`src/rtl/spider_pkg.sv`:
```
// Shared types for the spider arbiter: leg count, leg index and FSM state.
// No logic, so it adds no latency or backpressure.
package spider_pkg;

   localparam int NUM_LEGS = 4;

   typedef logic [1:0] leg_t;

   typedef enum logic {
      IDLE  = 1'b0,
      BURST = 1'b1
   } state_t;

   function automatic leg_t leg_next(input leg_t leg);
      return leg + 2'd1;
   endfunction

endpackage

```
`src/rtl/spider_rr_pick.sv`:
```
// Round-robin leg selector: first valid leg at or after rr_ptr; with SPIDER_ARB_PRIO_EN leg 0 always wins.
// Purely combinational (0 cycles); it only observes in_valid and never stalls anything.
module spider_rr_pick
   import spider_pkg::*;
(
   input  logic [NUM_LEGS-1:0] in_valid,
   input  leg_t                rr_ptr,
   output leg_t                pick,
   output logic                any_valid
);

   always_comb begin
      leg_t idx;
      logic found;
      pick  = '0;
      found = 1'b0;
      idx   = '0;
`ifdef SPIDER_ARB_PRIO_EN
      if (in_valid[0]) begin
         pick  = '0;
         found = 1'b1;
      end
      // Leg 0 is handled above, so the rotating scan only considers legs 1..3.
      for (int i = 0; i < NUM_LEGS; i++) begin
         idx = rr_ptr + leg_t'(i);
         if (!found && (idx != '0) && in_valid[idx]) begin
            pick  = idx;
            found = 1'b1;
         end
      end
`else
      for (int i = 0; i < NUM_LEGS; i++) begin
         idx = rr_ptr + leg_t'(i);
         if (!found && in_valid[idx]) begin
            pick  = idx;
            found = 1'b1;
         end
      end
`endif
      any_valid = |in_valid;
   end

endmodule

```
`src/rtl/spider_arb.sv`:
```
// 4-leg burst arbiter onto one registered channel; 1-cycle arbitration, 1-cycle data latency.
// out_ready low stalls the output register and drops in_ready; optional macro SPIDER_ARB_PRIO_EN.
module spider_arb
   import spider_pkg::*;
#(
   parameter int DATA_W    = 8,
   parameter int BURST_MAX = 4
)(
   input  logic                       clk,
   input  logic                       rst,
   input  logic [NUM_LEGS-1:0]        in_valid,
   input  logic [NUM_LEGS*DATA_W-1:0] in_data,
   input  logic [NUM_LEGS-1:0]        in_last,
   output logic [NUM_LEGS-1:0]        in_ready,
   output logic                       out_valid,
   output logic [DATA_W-1:0]          out_data,
   output logic [1:0]                 out_src,
   output logic                       out_last,
   input  logic                       out_ready,
   output logic                       busy
);

   localparam int               CNT_W   = $clog2(BURST_MAX) + 1;
   localparam logic [CNT_W-1:0] CNT_END = CNT_W'(BURST_MAX - 1);

   state_t            state;
   leg_t              grant;
   leg_t              rr_ptr;
   leg_t              pick;
   logic              any_valid;
   logic [CNT_W-1:0]  cnt;
   logic              take;
   logic              xfer;
   logic              end_beat;
   logic [DATA_W-1:0] grant_data;

   spider_rr_pick u_pick (
      .in_valid  (in_valid),
      .rr_ptr    (rr_ptr),
      .pick      (pick),
      .any_valid (any_valid)
   );

   // The output register can take a beat when empty or draining this cycle.
   assign take     = !out_valid || out_ready;
   assign xfer     = (state == BURST) && in_valid[grant] && take;
   assign end_beat = in_last[grant] || (cnt == CNT_END);

   always_comb begin
      grant_data = '0;
      for (int n = 0; n < NUM_LEGS; n++) begin
         if (grant == leg_t'(n)) begin
            grant_data = in_data[n*DATA_W +: DATA_W];
         end
      end
   end

   always_comb begin
      in_ready = '0;
      if (state == BURST) begin
         in_ready[grant] = take;
      end
   end

   // A stalled or absent granted leg keeps the grant; there is no timeout.
   always_ff @(posedge clk or posedge rst) begin
      if (rst) begin
         state  <= IDLE;
         grant  <= '0;
         rr_ptr <= '0;
         cnt    <= '0;
         busy   <= 1'b0;
      end else begin
         case (state)
            IDLE: begin
               if (any_valid) begin
                  grant <= pick;
                  cnt   <= '0;
                  state <= BURST;
                  busy  <= 1'b1;
               end
            end
            BURST: begin
               if (xfer) begin
                  cnt <= cnt + 1'b1;
                  if (end_beat) begin
                     state  <= IDLE;
                     busy   <= 1'b0;
                     rr_ptr <= leg_next(grant);
                  end
               end
            end
            default: begin
               state <= IDLE;
               busy  <= 1'b0;
            end
         endcase
      end
   end

   always_ff @(posedge clk or posedge rst) begin
      if (rst) begin
         out_valid <= 1'b0;
         out_data  <= '0;
         out_src   <= '0;
         out_last  <= 1'b0;
      end else if (xfer) begin
         out_valid <= 1'b1;
         out_data  <= grant_data;
         out_src   <= grant;
         out_last  <= end_beat;
      end else if (out_ready) begin
         out_valid <= 1'b0;
      end
   end

endmodule

```
`config.mk`:
```
export PLATFORM = sky130hd
export DESIGN_NAME = spider_arb
export DESIGN_NICKNAME = d
export VERILOG_FILES = /design/src/rtl/spider_pkg.sv /design/src/rtl/spider_rr_pick.sv /design/src/rtl/spider_arb.sv
export SDC_FILE = /design/constraint.sdc
export NUM_CORES = 1
export LEC_CHECK = 0
export BUFFER_PORTS_ARGS = -buffer_cell sky130_fd_sc_hd__buf_2
export CAP_MARGIN = 30
export CORE_MARGIN = 2
export CORE_UTILIZATION = 50
export CTS_CLUSTER_DIAMETER = 100
export CTS_CLUSTER_SIZE = 40
export DETAILED_ROUTE_END_ITERATION = 6
export PLACE_DENSITY = 0.95
export SYNTH_ARGS = -nofsm -noshare
export SYNTH_HDL_FRONTEND = slang
export SYNTH_SLANG_ARGS = --single-unit
```
`constraint.sdc`:
```
create_clock -name clk -period 5.3 [get_ports clk]
set_clock_uncertainty 0.2 [all_clocks]
set_input_delay 1.06 -clock clk [delete_from_list [all_inputs] [get_ports clk]]
set_output_delay 1.06 -clock clk [all_outputs]
set_load 0.005 [all_outputs]
```
==> reports/metrics.cfg <==
[clock_network]
cts_tree=yes
cts_buffers=3
clkLatencyLatePin_ns=0.31
cts.clk_slew.worst_paths_ns=0.12
ctsHoldBuffers=0
clock-sinks=21
cts_resized=0
cts_setup_buffers=0
h-tree-depth=1
cts-root-buf=clkbuf_4
clk_path_buf_depth=2

[cells_and_area]
layout-drive-gt1-share_pct=33.2
fillers=225
syn2layout_area_growth_pct=24.3
n_antenna_cell=0
seqCellArea_um2=526
multi_input_area_um2=661
finalNetCount=255

[critical_path]
worstPathArrival_ns=1.88
critPathMaxFanout=17
crit_type=flip-flop to primary output
worstPathRequired_ns=4.04
end_kind=primary output
slowest_delay_ns=0.55
start_kind=flip-flop
cp_cell_sequence=inv_1 > ha_1 > and3_1 > buf_2
slowest_stage=ha_1
ff2ff_setup_slack_ns=3.05

[detailed_routing]
wl_per_cell_um=13.3
routed_wirelength_mm=3.13
viasPerCell=5.42
remaining_drc_errors=0
postRouteAntennaNets=0
firstDrtPassIters=4
vias=1273
drt_iter0_markers=20

[pwr]
p_leak_nw=0.842
peakVddDrop_mv=0.434
cellPowerDensity_mw_per_mm2=516

[global_route]
gr-usage-all-layers_pct=24.4
grt_pass1_wl_mm=5.10
grt_max_degree=22
antenna_found_initial=0
grt-ovfl-total=0
grt_pass1_vias=1217

[sta]
hold_slack_ns=0.287
rsz0062_at_grt=no
setup_violations=0
final_max_slew_viol_count=0
worstMarginPinSlew_ns=0.778
tns_ns=0
period_needed_ns=3.14
maxSlewHeadroom_pct=48.1
finalCritPeriodShare_pct=59.2
final_hold_viol_count=0
fmax_ghz=0.319

[placed_design]
dp_hpwl_mm=2.35
portBuffers=59
place.gp.congestion=0.863

[logic_synthesis]
synth_top_cells_by_area=dfrtp_1 (41%), a21oi_1 (7.4%), ha_1 (5.8%)
syn_inst=152
async_flop_share_pct=100
synth.most_common_cell=dfrtp_1
syn-num-nets=201
synth.top_cell.area_share_pct=40.8
ys_types=25
ys_warn_count=0
synth_top_area_cell=dfrtp_1
netlist_area_mm2=0.00129
synth-edff-count=0
synth.ff_latch_count=21
synthTopCellsByCount=dfrtp_1 (21), a21oi_1 (19), nor2_1 (18), nand2_1 (17), inv_1 (15)
synth_ff_type=dfrtp_1
syn_avg_cell_area_um2=8.48
ys_seq_area_share_pct=40.8

[floorplan]
ios=60
die_h_um=54.8
initial_core_util_pct=52.5
fp.dieW_um=54.8
coreArea_mm2=0.00245
std_cell_rows=18
die-area_mm2=0.00300

[outcome]
outcome=finished clean

[job]
drv_cap=0

[min_path]
min_path_type=flip-flop to flip-flop

power by group:
group          internal [W]   total, W  leakage, nW  switching [W]
sequential         0.000237   0.000297        0.250      0.0000595
combinational      0.000204   0.000450        0.578       0.000247
clock             0.0000294  0.0000792       0.0150      0.0000498
total              0.000471   0.000826        0.842       0.000356
critical path: cells and delay by family, from the launching register on:
kind,cells,cell delay [ns]
simple gates,1,0.26
fa+ha+maj,1,0.55
buf+inv,2,0.27
flops,1,0.49
final cells by class:
type | count | area share [%]
clock buffers | 4 | 1.64
inverters | 15 | 3.52
multi-input cells | 106 | 41.2
well taps | 30 | 2.34
repair buffers | 59 | 18.4
flip-flops and latches | 21 | 32.8
worst paths after layout:
path / cells past startpoint / start / end
max in group asynchronous: 2 / rst / out_data[1]$_DFFE_PP0P_
worst max-delay path: 4 / grant[0]$_DFFE_PP0P_ / in_ready[2]
worst min register to register: 2 / out_last$_DFFE_PP0P_ / out_last$_DFFE_PP0P_
worst max register to register: 4 / grant[0]$_DFFE_PP0P_ / out_data[1]$_DFFE_PP0P_
min in group asynchronous: 2 / rst / cnt[1]$_DFFE_PP0P_
worst min-delay path: 2 / out_last$_DFFE_PP0P_ / out_last$_DFFE_PP0P_
cells in the final DEF (no fill, tap or decap):
cell type / instances
buf_2: 59
dfrtp_1: 21
a21oi_1: 19
nor2_1: 18
nand2_1: 17
inv_1: 15
o21ai_0: 14
a221oi_1: 8
ha_1: 6
nand3_1: 4
and3_1: 4
clkbuf_4: 3
mux4_2: 2
a21o_1: 2
mux2_4: 2
o22ai_1: 2
o21a_1: 2
nand2b_1: 1
and3_4: 1
o21ai_4: 1
nor2b_1: 1
o221ai_1: 1
o31ai_1: 1
clkbuf_1: 1
through the flow:
stage                     setup slack (ns)  cells  total power [W]  cell area [µm²]  utilization [%]
after floorplan                       2.59    152         0.000614             1290                -
after global placement                2.37    231         0.000732             1580             64.2
after detailed placement              2.34    231         0.000749             1580             64.2
after CTS                             2.16    235         0.000828             1600             65.2
after global routing                  1.98    235         0.000913             1600             65.2
final                                 2.16    235         0.000826             1600             65.2
cells by family after synthesis:
kind of cell	Yosys count	synth area share, %
compound gates	50	24.1
fa+ha+maj	6	5.83
buf+inv	25	7.96
flops	21	40.8
mux	4	5.83
simple gates	46	15.5
sequential cells by signal, summed over array words and instances, names as in the netlist:
register and flops:
state 1, out_data 8, busy 1, out_valid 1
out_last 1, out_src 2, rr_ptr 2, grant 2
cnt 3
per-layer routing:
| layer | vias up | share of wire, % | GRT usage (%) | wire length, µm |
|---|---|---|---|---|
| met5 | - | 0 | 0 | 0 |
| met3 | 8 | 3.7 | 5.19 | 116 |
| met1 | 604 | 46 | 30.6 | 1440 |
| li1 | 628 | - | - | - |
| met4 | 0 | 1.6 | 11.3 | 51 |
| met2 | 33 | 49 | 39.9 | 1520 |
Power figures use the tool's default switching activity.
